File: src/rtl/reg_bank_arbiter.sv
// reg_bank_arbiter
//   Round-robin arbiter in front of a W-bit register bank shared by N
//   requesters. Each granted requester applies one operation to the bank
//   (load / clear / preset / toggle), then must drop req before it can be
//   served again.
//
// Ports
//   clk   system clock, all state on rising edge
//   clr   synchronous active-high reset
//   req   [N-1:0]    level request per requester
//   op    [2N-1:0]   2-bit op per requester (00 load, 01 clear, 10 preset, 11 toggle)
//   din   [W*N-1:0]  load data per requester
//   gnt   [N-1:0]    registered one-hot grant
//   busy             high whenever the FSM is not in IDLE
//   Q     [W-1:0]    registered bank contents
//   _Q    [W-1:0]    ~Q
//
// Build option
//   REG_BANK_ARB_TOGGLE_EN : when defined, op 11 toggles Q; otherwise op 11
//   is a no-op that still completes the handshake and advances the pointer.
//
// state   | meaning
// --------+-----------------------------------------------------------
// IDLE    | no grant outstanding, searching req from ptr+1
// GRANT   | gnt high for one cycle, op applied at the closing edge
// RELEASE | waiting for the served requester to drop req

module reg_bank_arbiter #(
    parameter int W = 4,
    parameter int N = 3
) (
    input  logic           clk,
    input  logic           clr,
    input  logic [N-1:0]   req,
    input  logic [2*N-1:0] op,
    input  logic [W*N-1:0] din,
    output logic [N-1:0]   gnt,
    output logic           busy,
    output logic [W-1:0]   Q,
    output logic [W-1:0]   _Q
);

    localparam int PW = (N > 1) ? $clog2(N) : 1;

    typedef enum logic [1:0] {
        IDLE    = 2'd0,
        GRANT   = 2'd1,
        RELEASE = 2'd2
    } state_t;

    state_t          state, state_nx;
    logic [PW-1:0]   ptr, ptr_nx;
    logic [PW-1:0]   g, g_nx;
    logic [PW-1:0]   win;
    logic            found;
    logic [N-1:0]    gnt_nx;
    logic [W-1:0]    q_nx;
    logic [1:0]      g_op;
    logic [W-1:0]    g_din;

    // Round-robin search: the most recently served requester has lowest
    // priority, so the scan starts one past ptr and wraps.
    always_comb begin
        found = 1'b0;
        win   = '0;
        for (int k = 1; k <= N; k++) begin
            int idx;
            idx = (int'(ptr) + k) % N;
            if (!found && req[PW'(idx)]) begin
                found = 1'b1;
                win   = PW'(idx);
            end
        end
    end

    assign g_op  = op[2*g +: 2];
    assign g_din = din[W*g +: W];

    always_comb begin
        state_nx = state;
        ptr_nx   = ptr;
        g_nx     = g;
        gnt_nx   = '0;
        q_nx     = Q;
        case (state)
            IDLE: begin
                if (found) begin
                    state_nx = GRANT;
                    gnt_nx   = N'(1) << win;
                    ptr_nx   = win;
                    g_nx     = win;
                end
            end
            GRANT: begin
                // committed regardless of req[g] during this cycle
                case (g_op)
                    2'b00:   q_nx = g_din;
                    2'b01:   q_nx = '0;
                    2'b10:   q_nx = '1;
                    default: begin
`ifdef REG_BANK_ARB_TOGGLE_EN
                        q_nx = ~Q;
`else
                        q_nx = Q;
`endif
                    end
                endcase
                state_nx = RELEASE;
            end
            RELEASE: begin
                if (!req[g]) state_nx = IDLE;
            end
            default: state_nx = IDLE;
        endcase
    end

    always_ff @(posedge clk) begin
        if (clr) begin
            state <= IDLE;
            ptr   <= PW'(N - 1);
            g     <= '0;
            gnt   <= '0;
            Q     <= '0;
        end else begin
            state <= state_nx;
            ptr   <= ptr_nx;
            g     <= g_nx;
            gnt   <= gnt_nx;
            Q     <= q_nx;
        end
    end

    assign busy = (state != IDLE);
    assign _Q   = ~Q;

endmodule

File: config.mk
export PLATFORM = sky130hd
export DESIGN_NAME = reg_bank_arbiter
export DESIGN_NICKNAME = d
export VERILOG_FILES = /design/src/rtl/reg_bank_arbiter.sv
export SDC_FILE = /design/constraint.sdc
export NUM_CORES = 1
export LEC_CHECK = 0
export BUFFER_PORTS_ARGS = -buffer_cell sky130_fd_sc_hd__buf_2
export CAP_MARGIN = 20
export CORE_MARGIN = 2
export CORE_UTILIZATION = 43
export DETAILED_ROUTE_END_ITERATION = 10
export PLACE_DENSITY_LB_ADDON = 0.08
export SLEW_MARGIN = 25
export SYNTH_ARGS = -nofsm -noshare
export SYNTH_HDL_FRONTEND = slang
export SYNTH_SLANG_ARGS = --single-unit
export TNS_END_PERCENT = 10
File: constraint.sdc
create_clock -name clk -period 2 [get_ports clk]
set_clock_uncertainty 0.15 [all_clocks]
set_input_delay 0.4 -clock clk [delete_from_list [all_inputs] [get_ports clk]]
set_output_delay 0.4 -clock clk [all_outputs]
set_load 0.01 [all_outputs]
* Yosys cells after proc, flatten, opt, wreduce, memory -nomap -nowiden
Index checks and enable logic that the tools add are counted.
** Cells by class
- $add $sub $neg :: 3
- Multipliers :: 0
- Div/mod/pow operators :: 3
- Magnitude comparators :: 4
- Equal/unequal tests :: 6
- Shift operators :: 3
- Muxes and demuxes :: 21
- Bitwise logic cells :: 3
- Reduce and logical (&&, ||, !) cells :: 12
** Operators by type and width (number)
- $mod A32 B3 Y32 const B :: 3
- $lt A2 B4 Y1 const B :: 3
- $pmux W4 S3 :: 1
- $shiftx A12 B5 Y4 :: 1
- $mux W1 :: 10
- $mux W2 :: 5
- $bmux W1 S2 :: 4
- $add A2 B2 Y3 const B :: 2
- $pmux W2 S3 :: 1
- $reduce_and A2 Y1 :: 3
- $shiftx A6 B4 Y2 :: 1
- $eq A2 B1 Y1 const B :: 2
- $eq A2 B2 Y1 const B :: 2
- $logic_not A2 Y1 :: 2
- $ne A2 B2 Y1 const B :: 2
- $not A4 Y4 :: 1
- $add A2 B1 Y3 const B :: 1
- $lt A2 B3 Y1 const B :: 1
- $reduce_bool A3 Y1 :: 1
- $reduce_or A3 Y1 :: 1
- $shl A1 B2 Y3 const A :: 1
- $logic_and A1 B1 Y1 :: 2
- $logic_not A1 Y1 :: 2
- $not A1 Y1 :: 2
- $reduce_bool A2 Y1 :: 1
** Word-level totals
- Bits in registers :: 13
- Bits in latches :: 0
- Memory bits (writable) :: 0
- Memory bits (read-only) :: 0
- Output and inout port bits :: 12
- Word-level logic and storage cells :: 60
- Memories kept :: 0

* Depth between registers and ports, before layout
Gate-level depths: netlist of run 1.
- Depth after elaboration :: 14
- Gate-level depth with buffers :: 10
- Depth with buffers taken out :: 9

* Least setup slack after synthesis of run 1
No wires, ideal clock.
- Path kind :: register -> register
- Start point :: register ptr[0]
- End point :: register gnt[1]
- Setup time :: 0.127 ns
- Arrival time :: 1.775 ns
- Slack :: -0.053 ns
- Cell stages (with the launch flop) :: 9
- Buffers on the path :: 1
- Period minus slack after synthesis :: 2.053 ns
- Cells stage by stage :: dfxtp_1 > buf_2 > inv_1 > ha_1 > mux2i_1 > nor2_2 > a32o_1 > or2_4 > nor3b_2
** Between the ends
- Word-level cells in the longest chain between the ends :: 14
- Elaborated cells on any way between the ends :: 28
- Classes of those cells :: add/sub (3); div (3); shift (1); mux (15); bitwise (1); reduce/logical (5)
** Ends and longest elaborated chain
- start: declaration :: line 52 : logic [PW-1:0] ptr, ptr_nx;
- start signal: assignment :: line 120 : ptr <= PW'(N - 1);
- start signal: assignment :: line 126 : ptr <= ptr_nx;
- $add A2 B1 Y3 :: line 68 : idx = (int'(ptr) + k) % N;
- $mod A32 B3 Y32 :: line 68
- $bmux W1 S2 :: line 69 : if (!found && req[PW'(idx)]) begin
- $mux W1 (implied by the code) (2 in series) :: line 69
- $mux W1 :: line 69
- $logic_not A1 Y1 :: line 69
- $logic_and A1 B1 Y1 :: line 69
- $mux W1 :: line 69
- $logic_not A1 Y1 :: line 69
- $logic_and A1 B1 Y1 :: line 69
- $mux W1 :: line 69
- $not A1 Y1 (no source line)
- $reduce_or A3 Y1 (no source line)
- end signal: assignment :: line 128 : gnt <= gnt_nx;
- end: declaration :: line 37 : output logic [N-1:0] gnt,
Several ways; a longest one is shown, not always the timed one. The select of a mux whose other input is x is not followed.
A chain may end at the register's enable or synchronous reset.

* Worst setup path after layout of run 1
- Start point :: register ptr[1]
- End point :: register gnt[1]
Same word-level chain as after synthesis.

==> results_dict.tcl, run 1 <==
set metrics [dict create \
    drive_above_1_share 0.539 \
    p_int_mw 1.11 \
    cpPeakStageDelay_ps 370 \
    syn_inst 101 \
    drtIter0Drc 6 \
    path_buf_inv 1 \
    worstPathArrival_ps 1940 \
    die_width_um 49.8 \
    grt_max_degree 13 \
    fin_util 0.679 \
    dr.pass1.iters 4 \
    fin_area_um2 1330 \
    critPathTopFamily "simple AND/OR/NAND/NOR gates" \
    htree_levels 1 \
    power_frac_seq 0.212 \
    worst_pin_slew_ps 283 \
    io_pins 35 \
    p_leak_nw 0.589 \
    yosys_register_bits 12 \
    syn_area_um2 902 \
    synth_top_cell_area_share 0.266 \
    path_max_fanout 4 \
    fin_crit_sh 0.949 \
    syn_area_per_cell_um2 8.93 \
    gp_congestion 0.794 \
    max-vdd-ir-drop_uv 889 \
    power_density_nw_per_um2 1460 \
    setup_viol 0 \
    finalHoldViolations 0 \
    area_growth_pct 47.7 \
    crit_required_ps 2040 \
    fillCellCount 175 \
    slew_headroom 0.811 \
    comb_power_share 0.715 \
    cts.sinks 12 \
    worstSetupPathType "reg2reg" \
    clk_pin_slew_worst_paths_ps 70 \
    worstSetupEndpointType "flip-flop" \
    switching_share 0.427 \
    fin_crit_ps 1900 \
    vias 894 \
    hp-class "in2reg" \
    ys_seq_area_frac 0.266 \
    finalPower_mw 1.94 \
    root_buffer "clkbuf_4" \
    cts_buffers 3 \
    dieArea_um2 2480 \
    drc 0 \
    max_freq_mhz 527 \
    grt_pass1_wl_um 3240 \
    ant_nets 0 \
    crit_slowest_cell "a2111oi_4" \
    cts_tree "built" \
    core_area_um2 1960 \
    synth.top_cells.by_area "dfxtp_1, mux2i_1, ha_1" \
    fin_nets 183 \
    final_cell_mix "buf_2, buf_4, mux2i_1" \
    clkPwrFrac 0.072 \
    start_util 0.460 \
    antenna_found_initial 0 \
    outcome "completed" \
    place_hpwl_um 1680 \
    synthDistinctLibCells 34 \
    grt_pass1_vias 763 \
    startpoint_type "flip-flop" \
    slew_viol_final 0 \
    drv_cap 0 \
    via_per_inst 4.99 \
    final_common_cell "buf_2" \
    wl_um 2250 \
    worstPathCellList "inv_2 -> ha_4 -> mux2i_4 -> nand2b_4 -> a2111oi_4 -> or2_4 -> nor3b_2" \
    synth.largest_area_cell "dfxtp_1" \
    diodes 0 \
    wl_per_cell_um 12.6 \
    fp.dieH_um 49.8 \
    place_area_um2 1190 \
    power_switching_uw 830 \
    std_cell_rows 16 \
    clk_path_buf_depth 2 \
    portBuffers 34 \
    yosys_warnings 0 \
    syn_nets 130 \
    gr-total-overflow 0 \
    r2r_slack_ps 100 \
    track_usage 0.167 \
    clk_latency_ps 260 \
]
layer usage:
metal,GRT usage,part of all wire,up-vias
met2,0.253,0.48,18
met3,0.0273,0.037,2
met4,0.0694,0.0075,0
met1,0.234,0.47,414
li1,-,-,460
met5,0,0,-
worst register-to-register path: stages, from the launching register on:
cell,delay [ps]
dfxtp_2,360
inv_2,90
ha_4,170
mux2i_4,260
nand2b_4,100
a2111oi_4,370
or2_4,200
nor3b_2,150
power by group through the flow:
stage | sequential (mW) | clock, mW | combinational [mW]
finish | 0.412 | 0.140 | 1.39
global route | 0.428 | 0.153 | 1.52
CTS | 0.395 | 0.144 | 1.20
detailed placement | 0.398 | 0 | 1.17
global placement | 0.394 | 0 | 1.17
floorplan | 0.403 | 0 | 0.755
final cells by class:
cell class	count	area, um^2	area share
multi-input combinational	77	696	0.522
timing repair buffer	51	302	0.226
sequential	12	245	0.184
inverter	9	33.8	0.0254
tap	27	33.8	0.0254
clock buffer	3	22.5	0.0169
sequential cells by signal, summed over array words and instances (netlist names):
name and count:
ptr 2, g 1, Q 4, state 2, gnt 3
kinds of logic (layout without fill, tap and decap cells):
group,count (synthesis),after routing,share of synthesized area
mux,12,12,0.133
simple gates,35,35,0.243
flops,12,12,0.266
compound gates,24,24,0.216
buf+inv,12,63,0.0583
fa+ha+maj,6,6,0.0832
metrics by stage:
stage	hold slack [ps]	std cells	setup WS [ps]	TNS [ps]
after floorplan	318	101	9.64	0
after CTS	310	176	-20.4	-20.4
after detailed placement	356	173	-90.3	-492
after global routing	325	179	-19.7	-54.8
final	310	179	101	0
after global placement	333	173	-15.3	-43.1
final timing paths:
path             from  endpoint  depth (start not counted)
max reg2reg    ptr[1]    gnt[1]                          7
min               clr    ptr[0]                          2
max            ptr[1]    gnt[1]                          7
min reg2reg  state[1]  state[1]                          2
what timing repair did:
action                                  CTS  global route
endpoints found under the hold margin     0             0
hold buffers                              0             0
cloned                                    0             0
buffers inserted                          0             3
pin swaps                                 0             5
gates resized for setup                   3            22
endpoints found under the setup margin    9            11
Yosys cell counts, drive strengths merged:
master       number
dfxtp            12
mux2i            12
nor2             11
inv               9
nand2             8
ha                6
a21oi             5
o211ai            5
a22oi             4
nand2b            4
nand3b            3
o21ai             3
a211oi            2
buf               2
nor2b             2
or2               2
a2111oi           1
a211o             1
a32o              1
dlygate4sd1       1
nor3              1
nor3b             1
nor4              1
nor4b             1
o21bai            1
o2bb2ai           1
or2b              1
Power figures use the tool's default switching activity.
==> run 2, diff against run 1 <==
--- a/config.mk
+++ b/config.mk
@@ -11,6 +11,7 @@
 export CORE_UTILIZATION = 43
 export DETAILED_ROUTE_END_ITERATION = 10
 export PLACE_DENSITY_LB_ADDON = 0.08
+export RECOVER_POWER = 25
 export SLEW_MARGIN = 25
 export SYNTH_ARGS = -nofsm -noshare
 export SYNTH_HDL_FRONTEND = slang
==> run 2 against run 1 <==
Against the previous run:
- count of clock-buffer cells in the layout unchanged
- critical path depth unchanged
- worst hold slack about the same
- highest routed layer unchanged
==> results_dict.tcl, run 2 (synthesized netlist as in run 1, its figures left out) <==
set metrics [dict create \
    outcome "completed" \
    grt_pass1_wl_um 3240 \
    final_common_cell "buf_2" \
    clk_latency_ps 260 \
    max_freq_mhz 527 \
    dieArea_um2 2480 \
    regMostFlops "Q" \
    clk_path_buf_depth 2 \
    hp-class "in2reg" \
    max-vdd-ir-drop_uv 882 \
    regArea_um2 245 \
    dpl.cell_count 173 \
    gp_congestion 0.794 \
    worstPathArrival_ps 1940 \
    place_area_um2 1190 \
    drc 0 \
    top_regs "Q x4, gnt x3" \
    root_buffer "clkbuf_4" \
    cts_tree "built" \
    fin_crit_ps 1900 \
    top_usage_layer "met2" \
    worstSetupEndpointType "flip-flop" \
    drv_cap 0 \
    path_max_fanout 4 \
    fin_util 0.677 \
    finalHoldViolations 0 \
    via_per_inst 4.99 \
    largest_reg_flops 4 \
    use_met3 0.0273 \
    die_width_um 49.8 \
    reg2reg_depth 7 \
    cts.sinks 12 \
    holdBufCountCts 0 \
    power_density_nw_per_um2 1460 \
    htree_levels 1 \
    startpoint "ptr[1]" \
    worst_pin_slew_ps 283 \
    portBuffers 34 \
    grt_pass1_vias 763 \
    r2r_slack_ps 100 \
    area_growth_pct 47.2 \
    timing.rr.start "ptr[1]" \
    grt_use_met1 0.234 \
    crit_end "gnt[1]" \
    antenna_found_initial 0 \
    vias 893 \
    diodes 0 \
    slew_headroom 0.811 \
    track_usage 0.167 \
    std_cell_rows 16 \
    worstSetupPathType "reg2reg" \
    fp.dieH_um 49.8 \
    crit_required_ps 2040 \
    fin_crit_sh 0.948 \
    clk_pin_slew_worst_paths_ps 70 \
    fin_area_um2 1330 \
    fin_nets 183 \
    grt_max_degree 13 \
    multi_input_area_um2 696 \
    setup_viol 0 \
    drtIter0Drc 4 \
    wl_per_cell_um 12.6 \
    place_hpwl_um 1680 \
    core_area_um2 1960 \
    final_cell_mix "buf_2, buf_4, mux2i_1" \
    use_met2 0.253 \
    finalPower_mw 1.94 \
    fillCellCount 178 \
    start_util 0.460 \
    startpoint_type "flip-flop" \
    slew_viol_final 0 \
    setup_tns_ps 0 \
    wl_um 2250 \
    dr.pass1.iters 4 \
    io_pins 35 \
    fin_cells 179 \
    reg2reg_to "gnt[1]" \
    ant_nets 0 \
    p_leak_nw 0.572 \
    gr-total-overflow 0 \
    drive_above_1_share 0.513 \
    cts_buffers 3 \
]
run 2: critical path: stages, from the launching register on:
cell       delay (ps)
dfxtp_2           360
inv_2              90
ha_4              170
mux2i_4           260
nand2b_4          100
a2111oi_4         370
or2_4             200
nor3b_2           150
run 2: area by class of cell:
cell class,count,area share
Sequential cell,12,0.185
Multi-Input combinational cell,77,0.524
Tap cell,27,0.0254
Clock buffer,3,0.0170
Timing Repair Buffer,51,0.223
Inverter,9,0.0254
run 2: how the worst min path moves through the flow:
stage	startpoint	endpoint	slack, ps	depth (start not counted)
CTS	clr	ptr[0]	310	2
global placement	state[1]	state[1]	330	2
finish	clr	ptr[0]	310	2
global route	clr	ptr[0]	330	2
floorplan	state[0]	state[1]	320	2
detailed placement	state[1]	state[1]	360	2
run 2: layer usage:
layer / vias to the layer above / part of all wire
met3: 2 / 0.035
met4: 0 / 0.0075
li1: 460 / -
met5: - / 0
met1: 413 / 0.47
met2: 18 / 0.48
run 2: where the power goes:
group | total [mW] | switching, mW | internal, mW
combinational | 1.38 | 0.682 | 0.700
clock | 0.140 | 0.0708 | 0.0694
sequential | 0.413 | 0.0779 | 0.335
run 2: timing repair:
item,in CTS,in global routing
hold endpoints to repair,0,0
setup buffers,0,3
resized for setup,3,22
pin swaps,0,5
setup endpoints to repair,9,11
run 2: per-stage QoR:
| stage | hold slack [ps] | worst slack (ps) |
|---|---|---|
| after global placement | 333 | -15.3 |
| after floorplan | 318 | 9.64 |
| final | 310 | 104 |
| after detailed placement | 356 | -90.3 |
| after global routing | 325 | -19.7 |
| after CTS | 310 | -20.4 |
